### config.mk
export PLATFORM = sky130hd
export DESIGN_NAME = mux_scan_sequencer
export DESIGN_NICKNAME = d
export VERILOG_FILES = /design/src/rtl/mux_scan_sequencer.sv
export SDC_FILE = /design/constraint.sdc
export NUM_CORES = 1
export LEC_CHECK = 0
export CAP_MARGIN = 20
export CELL_PAD_IN_SITES_DETAIL_PLACEMENT = 0
export CELL_PAD_IN_SITES_GLOBAL_PLACEMENT = 1
export CORE_ASPECT_RATIO = 0.8
export CORE_UTILIZATION = 40
export CTS_BUF_LIST = sky130_fd_sc_hd__clkbuf_2 sky130_fd_sc_hd__clkbuf_4 sky130_fd_sc_hd__clkbuf_8
export DETAILED_ROUTE_END_ITERATION = 6
export MAX_ROUTING_LAYER = met4
export PLACE_DENSITY = 0.83
export SYNTH_ARGS = -nofsm -noshare
export SYNTH_HDL_FRONTEND = slang
export SYNTH_SLANG_ARGS = --single-unit
export TNS_END_PERCENT = 5
### constraint.sdc
create_clock -name clk -period 2.3 [get_ports clk]
set_clock_uncertainty 0.1 [all_clocks]
set_input_delay 0.345 -clock clk [delete_from_list [all_inputs] [get_ports clk]]
set_output_delay 0.345 -clock clk [all_outputs]
set_load 0.03 [all_outputs]
### src/rtl/mux_scan_sequencer.sv
// Steps a 4:1 mux select through channels 0..3, samples y on the last dwell cycle of each,
// and presents the 4-bit snapshot with a one-cycle valid strobe. MUX_SCAN_PARITY_EN adds a parity output.
//
// state | meaning
// IDLE  | sel parked at 0, waiting for start
// SCAN  | dwelling on channel sel, capturing y_in on the last dwell cycle
// DONE  | one cycle, snapshot just published (valid=1)
module mux_scan_sequencer #(
    parameter int DWELL = 4,
    parameter int CNT_W = 8
) (
    input  logic       clk,
    input  logic       rst,
    input  logic       start,
    input  logic       stop,
    input  logic       cont,
    input  logic       y_in,
    output logic [1:0] sel,
    output logic [3:0] sample,
    output logic       valid,
    output logic       busy
`ifdef MUX_SCAN_PARITY_EN
    ,
    output logic       parity
`endif
);

    typedef enum logic [1:0] {
        ST_IDLE,
        ST_SCAN,
        ST_DONE
    } state_t;

    localparam logic [CNT_W-1:0] CNT_LAST = CNT_W'(DWELL - 1);

    state_t           state_q, state_d;
    logic [1:0]       sel_q, sel_d;
    logic [CNT_W-1:0] cnt_q, cnt_d;
    logic [3:0]       cap_q, cap_d;
    logic [3:0]       sample_q, sample_d;
    logic             valid_q, valid_d;
`ifdef MUX_SCAN_PARITY_EN
    logic             parity_q, parity_d;
`endif

    always_comb begin
        state_d  = state_q;
        sel_d    = sel_q;
        cnt_d    = cnt_q;
        cap_d    = cap_q;
        sample_d = sample_q;
        valid_d  = 1'b0;
`ifdef MUX_SCAN_PARITY_EN
        parity_d = parity_q;
`endif
        case (state_q)
            ST_IDLE: begin
                sel_d = 2'd0;
                cnt_d = '0;
                if (start) state_d = ST_SCAN;
            end
            ST_SCAN: begin
                // stop outranks any capture or publish landing on the same edge
                if (stop) begin
                    state_d = ST_IDLE;
                    sel_d   = 2'd0;
                    cnt_d   = '0;
                end else if (cnt_q == CNT_LAST) begin
                    cnt_d        = '0;
                    cap_d[sel_q] = y_in;
                    if (sel_q == 2'd3) begin
                        state_d  = ST_DONE;
                        sample_d = {y_in, cap_q[2:0]};
                        valid_d  = 1'b1;
`ifdef MUX_SCAN_PARITY_EN
                        parity_d = ^{y_in, cap_q[2:0]};
`endif
                    end else begin
                        sel_d = sel_q + 2'd1;
                    end
                end else begin
                    cnt_d = cnt_q + 1'b1;
                end
            end
            ST_DONE: begin
                sel_d = 2'd0;
                cnt_d = '0;
                if (stop)      state_d = ST_IDLE;
                else if (cont) state_d = ST_SCAN;
                else           state_d = ST_IDLE;
            end
            default: begin
                state_d = ST_IDLE;
                sel_d   = 2'd0;
                cnt_d   = '0;
            end
        endcase
    end

    always_ff @(posedge clk) begin
        if (rst) begin
            state_q  <= ST_IDLE;
            sel_q    <= 2'd0;
            cnt_q    <= '0;
            cap_q    <= 4'd0;
            sample_q <= 4'd0;
            valid_q  <= 1'b0;
`ifdef MUX_SCAN_PARITY_EN
            parity_q <= 1'b0;
`endif
        end else begin
            state_q  <= state_d;
            sel_q    <= sel_d;
            cnt_q    <= cnt_d;
            cap_q    <= cap_d;
            sample_q <= sample_d;
            valid_q  <= valid_d;
`ifdef MUX_SCAN_PARITY_EN
            parity_q <= parity_d;
`endif
        end
    end

    assign sel    = sel_q;
    assign sample = sample_q;
    assign valid  = valid_q;
    assign busy   = (state_q != ST_IDLE);
`ifdef MUX_SCAN_PARITY_EN
    assign parity = parity_q;
`endif

endmodule

==> results of run 1 <==
==> Yosys cell counts, drive strengths merged <==
| library cell | instances | area share [%] |
|---|---|---|
| or4b | 1 | 1.4 |
| xor2 | 2 | 1.8 |
| nand2 | 2 | 0.77 |
| nor2b | 1 | 0.64 |
| xnor2 | 1 | 0.90 |
| nand2b | 9 | 5.8 |
| nor4b | 2 | 4.0 |
| nor4 | 1 | 0.64 |
| or3 | 3 | 1.9 |
| o32ai | 1 | 0.90 |
| ha | 5 | 6.4 |
| and3 | 2 | 1.3 |
| buf | 2 | 1.0 |
| nor3 | 1 | 1.0 |
| o41ai | 1 | 2.8 |
| inv | 3 | 1.2 |
| or2 | 1 | 0.64 |
| nor2 | 6 | 2.3 |
| clkbuf | 1 | 0.38 |
| nand3b | 1 | 0.77 |
| mux2i | 8 | 8.2 |
| a21oi | 5 | 2.6 |
| nand4 | 5 | 3.9 |
| or4 | 1 | 0.77 |
| nand3 | 6 | 3.1 |
| nor3b | 1 | 1.3 |
| o21ai | 5 | 2.6 |
| dfxtp | 20 | 41 |
==> power by group <==
part | internal, mW | switching, mW | leakage [nW]
combinational | 0.0183 | 0.0142 | 0.242
clock | 0.0966 | 0.112 | 0.0210
sequential | 0.348 | 0.00198 | 0.161
==> flip-flops by register name, summed over array words and instances, names as in the netlist <==
signal,count
cap_q,3
cnt_q,8
sample,4
sel,2
state_q,2
valid,1
==> through the flow <==
step,utilization (%),std cells,hold WS [ns],power (mW)
finish,51.9,136,0.383,0.591
floorplan,-,97,0.341,0.375
global route,51.9,136,0.405,0.613
CTS,51.9,136,0.388,0.596
global placement,50.3,132,0.365,0.390
detailed placement,50.3,132,0.372,0.391
==> tightest hold or removal path: stages, from the launching register on <==
cell and delay, ns:
dfxtp_1 0.33, nand2b_1 0.06, mux2i_1 0.06
==> metal layers <==
| metal | track usage (%) | vias to the layer above | share of wire (%) |
|---|---|---|---|
| met4 | 4.39 | 0 | 0.88 |
| met1 | 21.4 | 341 | 54 |
| met5 | - | - | 0 |
| met3 | 5.90 | 4 | 4.4 |
| met2 | 22.4 | 17 | 41 |
| li1 | - | 377 | - |
==> area by class of cell <==
cell class	count	share of cell area, %
Multi-Input combinational cell	71	47.4
Sequential cell	20	34.6
Timing Repair Buffer	13	11.2
Clock buffer	4	3.13
Tap cell	25	2.70
Inverter	3	0.972
==> cells in the final DEF (no fill, tap or decap), drive strengths merged, types with 2 or more instances in the layout <==
cell and instances:
dfxtp 20, clkdlybuf4s50 13, nand2b 9, mux2i 8, nand3 6, nor2 6
o21ai 5, a21oi 5, ha 5, nand4 5, clkbuf 4, inv 3
or3 3, xor2 2, nand2 2, and3 2, nor4b 2
==> worst min-delay path by stage <==
stage / depth (start not counted) / slack [ns] / endpoint / startpoint
after global placement: 2 / 0.37 / sample[2] / sample[2]
after detailed placement: 2 / 0.37 / sample[0] / sample[0]
final: 2 / 0.38 / sample[0] / sample[0]
after CTS: 2 / 0.39 / sample[0] / sample[0]
after floorplan: 1 / 0.34 / cnt_q[0] / cnt_q[0]
after global routing: 2 / 0.41 / sample[0] / sample[0]
==> cell families (layout without fill, tap and decap cells) <==
| group | Yosys count | in the layout | share of synthesized area, % |
|---|---|---|---|
| and+or+nand+nor | 43 | 43 | 30.2 |
| AOI/OAI and AO/OA | 12 | 12 | 8.86 |
| buffers and inverters | 6 | 20 | 2.57 |
| DFF | 20 | 20 | 41.1 |
| adders and majority gates | 5 | 5 | 6.42 |
| xor gates and xnor gates | 3 | 3 | 2.70 |
| muxes | 8 | 8 | 8.22 |
==> impl_metrics.ini, run 1 <==
[clocking]
cts_setup_buffers = 0
htreeDepth = 1
clk_latency_ns = 0.30
cts_made_buffers = 3
cts_tree = done
root_buffer = clkbuf_4
clockBufferDepth = 2
post_cts_resized = 0
ctsHoldBuffers = 0
cts_sinks = 20
clk_pin_slew_ns = 0.12

[final_layout]
fill_cells = 205
layout-drive-gt1-share_pct = 10.8
regArea_um2 = 400
area_growth_pct = 18.9
num_antenna_cells = 0
multi_input_area_um2 = 549
final_cell_area_um2 = 1160
fin_nets = 123

[power]
peakVddDrop_v = 0.000299
powerDensity_nw_per_um2 = 510
p_leak_nw = 0.424

[global_routing]
grt_overflow = 0
gr-usage-all-layers_pct = 15.9
antenna_found_initial = 0
grt_pass1_wl_um = 3020
grt_max_degree = 13
grt_pass1_vias = 668

[setup_path]
rr_startpoint = cnt_q[0]
critPathBufInv = 1
reg2reg_depth = 4
r2r_end = cnt_q[5]
endpoint = busy
crit_arrival_ns = 1.57
end_kind = primary output
crit_path_cell_trace = or2_2 -> clkdlybuf4s50_1
rrSetupSlack_ns = 0.44
critPathLaunch = state_q[1]
start_kind = flop
cp_top_family = buffers and inverters
path_class = flop to primary output
critPathSlowestCell = clkdlybuf4s50_1
critical_path_depth = 2
critPathRequiredTime_ns = 1.86
max_stage_delay_ns = 0.60
path_max_fanout = 4

[timing]
fin_crit_ns = 2.02
rsz0062_at_grt = no
post-route-period-util_pct = 87.6
setup_viol = 0
slew_violations = 0
fmax_mhz = 496
worst_slack_ns = 0.284
slew_headroom_pct = 68.6
finalSetupTns_ns = 0
hold_violations = 0
worstMarginPinSlew_ns = 0.469

[die]
rows = 15
ios = 14
die_x_um = 57.2
die_h_um = 46.2
core_um2 = 2230
start_util_pct = 43.6
dieArea_um2 = 2640

[detailed_routing]
routed_via_density = 5.43
routed_wl_um = 1820
wire_per_inst_um = 13.4
firstDrtPassIters = 6
num_vias = 739
drtAntennaViolNets = 0
drc = 2
drtIter0Drc = 19

[synth]
synthesis.area_um2 = 975
avgSynthCellArea_um2 = 10.0
ys_warn_count = 0
syn_nets = 108
synth_seq_cells = 20
syn_inst = 97
synth_cell_types = 30
seq_area_frac_synth_pct = 41.1

[placement]
hpwl_um = 1360
port_buffers = 13
gp_congestion = 0.776
pre_cts_slack_ns = 0.399
placed_area_um2 = 1120

[flow_run]
maxCapViolations = 0

[outcome]
violations = DRC
status = finished with violations

[min_path]
hold_path.class = flop to flop
No activity file was read; power rests on OpenSTA's default activity.
==> run 2: changes to the inputs <==
MAX_ROUTING_LAYER = default   (was met4)
==> run 2 against run 1 <==
Compared with the run above:
- the flow still finishes with violations (DRC)
- power hardly changed
- non-clock buffer count stayed put
- critical path type unchanged
- utilization unchanged
- global-route usage fell by 0.48 points
- critical endpoint unchanged
- largest power group unchanged
==> impl_metrics.ini, run 2 (synthesis gave the netlist of run 1 again) <==
[outcome]
status = finished with violations
violations = DRC

[min_path]
min-delay-start = sample[0]
hold_path.class = flop to flop

[clocking]
cts_sinks = 20
clockBufferDepth = 2
cts_made_buffers = 3
root_buffer = clkbuf_4
cts_tree = done
clk_latency_ns = 0.30
ctsHoldBuffers = 0
clk_pin_slew_ns = 0.12
htreeDepth = 1
post_cts_resized = 0
cts_setup_buffers = 0

[die]
die_h_um = 46.2
rows = 15
dieArea_um2 = 2640
die_x_um = 57.2
ios = 14
start_util_pct = 43.6
core_um2 = 2230

[detailed_routing]
drtIter0Drc = 19
routed_via_density = 5.40
drc = 2
routed_wl_um = 1820
num_vias = 734
firstDrtPassIters = 6
wire_per_inst_um = 13.4
drtAntennaViolNets = 0

[setup_path]
rr_startpoint = cnt_q[0]
path_max_fanout = 4
critPathRequiredTime_ns = 1.86
end_kind = primary output
critPathLaunch = state_q[1]
path_class = flop to primary output
start_kind = flop
crit_arrival_ns = 1.57

[power]
clkPwrFrac_pct = 35.2
p_seq_share_pct = 59.3
power.switching_mw = 0.127
powerDensity_nw_per_um2 = 510
p_leak_nw = 0.424
internal_power_mw = 0.463
pwr-share-comb_pct = 5.5
peakVddDrop_v = 0.000300
switching_share_pct = 21.6

[final_layout]
fin_nets = 123
regMostFlops = cnt_q
final_cell_area_um2 = 1160
multi_input_area_um2 = 549
fill_cells = 205
final_common_cell = dfxtp_1
regArea_um2 = 400
layout.cells.non_filler = 136
area_growth_pct = 18.9
largest_reg_flops = 8
final_cell_mix = dfxtp_1, clkdlybuf4s50_1, nand2b_1
layout-drive-gt1-share_pct = 10.8
num_antenna_cells = 0

[timing]
setup_viol = 0
rsz0062_at_grt = no
fin_crit_ns = 2.02
hold_violations = 0
post-route-period-util_pct = 87.6
finalSetupTns_ns = 0
slew_violations = 0
worstMarginPinSlew_ns = 0.470
fmax_mhz = 496
slew_headroom_pct = 68.6

[placement]
port_buffers = 13
placed_area_um2 = 1120
gp_congestion = 0.766
dpl.cell_count = 132
hpwl_um = 1360

[global_routing]
grt_max_degree = 13
grt_pass1_wl_um = 3010
grt_overflow = 0
grt_pass1_vias = 669
antenna_found_initial = 0
gr-usage-all-layers_pct = 15.5

[flow_run]
maxCapViolations = 0
-- run 2: cell counts in the layout (fill, tap and decap cells not counted) --
Identical to the previous run, type by type.
-- run 2: power by group through the flow --
stage | clock network [mW] | registers [mW] | logic, mW
finish | 0.208 | 0.350 | 0.0325
global route | 0.227 | 0.351 | 0.0348
CTS | 0.213 | 0.350 | 0.0326
detailed placement | 0 | 0.358 | 0.0325
global placement | 0 | 0.358 | 0.0319
floorplan | 0 | 0.358 | 0.0177
-- run 2: metal layers --
| metal | wire length (um) | up-vias | share of wire (%) | track usage, % |
|---|---|---|---|---|
| li1 | - | 377 | - | - |
| met1 | 982 | 337 | 54 | 21.4 |
| met2 | 743 | 18 | 41 | 22.4 |
| met3 | 81 | 2 | 4.4 | 5.90 |
| met4 | 13 | 0 | 0.71 | 4.39 |
| met5 | 0 | - | 0 | 0 |
-- run 2: final cells by class --
type,instances,area share (%)
multi-input cells,71,47.4
inverters,3,0.972
flip-flops and latches,20,34.6
repair buffers,13,11.2
clock buffers,4,3.13
well taps,25,2.70
-- run 2: worst paths after layout --
path | to | slack [ns] | depth (start not counted)
setup reg to reg | cnt_q[5] | 0.44 | 4
hold / removal | sample[0] | 0.38 | 2
setup / recovery | busy | 0.28 | 2
hold reg to reg | sample[0] | 0.38 | 2
-- run 2: metrics by stage --
stage                     hold WS (ns)  total power, mW  setup slack [ns]  utilization (%)
after floorplan                  0.341            0.375             0.619                -
after global placement           0.365            0.390             0.443             50.3
after detailed placement         0.372            0.391             0.399             50.3
after CTS                        0.388            0.596             0.271             51.9
after global routing             0.405            0.613             0.228             51.9
final                            0.383            0.591             0.284             51.9
-- run 2: worst max-delay path, cell delays in order, from the launching register on --
cell	delay, ns
dfxtp_1	0.37
or2_2	0.30
clkdlybuf4s50_1	0.60
==> run 3: changes to the inputs <==
RECOVER_POWER = 25   (was default)
==> run 3 against run 2 <==
Compared with the run above:
- the flow still finishes with violations (DRC)
- setup slack gained 0.0023 ns
- fmax grew 0.11%
- combinational power shrank 2%
- count of clock-buffer cells in the layout is the same
- first-iteration DRC count is the same
- register-to-register slack is essentially flat
- flip-flop and latch count is the same
- critical endpoint unchanged
- highest routed layer unchanged
==> impl_metrics.ini, run 3 (synthesis gave the netlist of run 1 again) <==
[outcome]
status = finished with violations
violations = DRC

[timing]
finalSetupTns_ns = 0
slew_violations = 0
setup_viol = 0
hold_violations = 0
worst_slack_ns = 0.287
slew_headroom_pct = 51.9
worstMarginPinSlew_ns = 0.719
rsz0062_at_grt = no
post-route-period-util_pct = 87.5
fmax_mhz = 497
fin_crit_ns = 2.01

[min_path]
hold_depth = 2
min-delay-start = sample[0]
min_to = sample[0]
hold_path.class = flop to flop

[power]
peakVddDrop_v = 0.000300
pwr-share-comb_pct = 5.3
p_seq_share_pct = 59.1
p_leak_nw = 0.422
power.switching_mw = 0.130
clkPwrFrac_pct = 35.6
powerDensity_nw_per_um2 = 514
internal_power_mw = 0.463
switching_share_pct = 22.0

[final_layout]
largest_reg_flops = 8
layout-drive-gt1-share_pct = 9.91
final_common_cell = dfxtp_1
final_cell_area_um2 = 1150
fin_nets = 123
regMostFlops = cnt_q
post-route-util_pct = 51.7
area_growth_pct = 18.4
fill_cells = 205
final_cell_mix = dfxtp_1, clkdlybuf4s50_1, nand2b_1
num_antenna_cells = 0

[detailed_routing]
num_vias = 745
routed_wl_um = 1830
drtIter0Drc = 19
routed_via_density = 5.48
drc = 2
wire_per_inst_um = 13.4
firstDrtPassIters = 7
drtAntennaViolNets = 0

[setup_path]
crit_arrival_ns = 1.57
reg2reg_depth = 4
rr_startpoint = cnt_q[0]
path_class = flop to primary output
start_kind = flop
path_max_fanout = 4
rrSetupSlack_ns = 0.44
end_kind = primary output
r2r_end = cnt_q[5]
critPathRequiredTime_ns = 1.86

[clocking]
cts_sinks = 20
clockBufferDepth = 2
clk_latency_ns = 0.31
post_cts_resized = 0
cts_setup_buffers = 0
root_buffer = clkbuf_4
cts_made_buffers = 3
ctsHoldBuffers = 0
cts_tree = done
clk_pin_slew_ns = 0.12
htreeDepth = 1

[flow_run]
maxCapViolations = 0

[global_routing]
grt_pass1_wl_um = 3010
antenna_found_initial = 0
grt_max_degree = 13
grt_overflow = 0
grt_pass1_vias = 669
gr-usage-all-layers_pct = 15.5

[placement]
port_buffers = 13
placed_area_um2 = 1120
hpwl_um = 1360
gp_congestion = 0.766
pre_cts_slack_ns = 0.399

[die]
die_h_um = 46.2
die_x_um = 57.2
dieArea_um2 = 2640
ios = 14
core_um2 = 2230
start_util_pct = 43.6
rows = 15
## run 3: changes by cell type in the layout (fill, tap and decap cells not counted), sizes merged
| cell | before | now |
|---|---|---|
| dlygate4sd3 | 0 | 1 |
| clkdlybuf4s50 | 13 | 12 |
## run 3: routing by layer
| metal | GRT usage (%) | vias to the layer above | routed length (um) |
|---|---|---|---|
| li1 | - | 377 | - |
| met1 | 21.4 | 346 | 988 |
| met2 | 22.4 | 18 | 736 |
| met3 | 5.90 | 4 | 85 |
| met4 | 4.39 | 0 | 19 |
| met5 | 0 | - | 0 |
## run 3: how the worst max path moves through the flow
stage / from / end / cells past startpoint
CTS: state_q[1] / busy / 2
global route: stop / sample[2] / 4
finish: state_q[1] / busy / 2
global placement: stop / sample[1] / 4
detailed placement: rst / cnt_q[5] / 4
floorplan: cnt_q[0] / cnt_q[2] / 4
## run 3: layout make-up
cell class / count / area, um2 / share of cell area (%)
Clock buffer: 4 / 36.3 / 3.15
Inverter: 3 / 11.3 / 0.976
Multi-Input combinational cell: 71 / 544 / 47.2
Sequential cell: 20 / 400 / 34.7
Tap cell: 25 / 31.3 / 2.71
Timing Repair Buffer: 13 / 130 / 11.3
## run 3: power by group through the flow
stage	Combinational, mW	Clock (mW)	Sequential (mW)
3_3_place_gp	0.0319	0	0.358
2_1_floorplan	0.0177	0	0.358
4_1_cts	0.0326	0.213	0.350
6_report	0.0317	0.211	0.350
3_5_place_dp	0.0325	0	0.358
5_1_grt	0.0339	0.227	0.351
## run 3: stage by stage
step	hold WS [ns]	instances	power, mW
2_1_floorplan	0.341	97	0.375
3_3_place_gp	0.365	132	0.390
3_5_place_dp	0.372	132	0.391
4_1_cts	0.388	136	0.596
5_1_grt	0.405	136	0.612
6_report	0.383	136	0.593
## run 3: critical path, stage by stage, from the launching register on
cell and delay (ns):
dfxtp_1 0.36, or2_2 0.30, clkdlybuf4s50_1 0.60
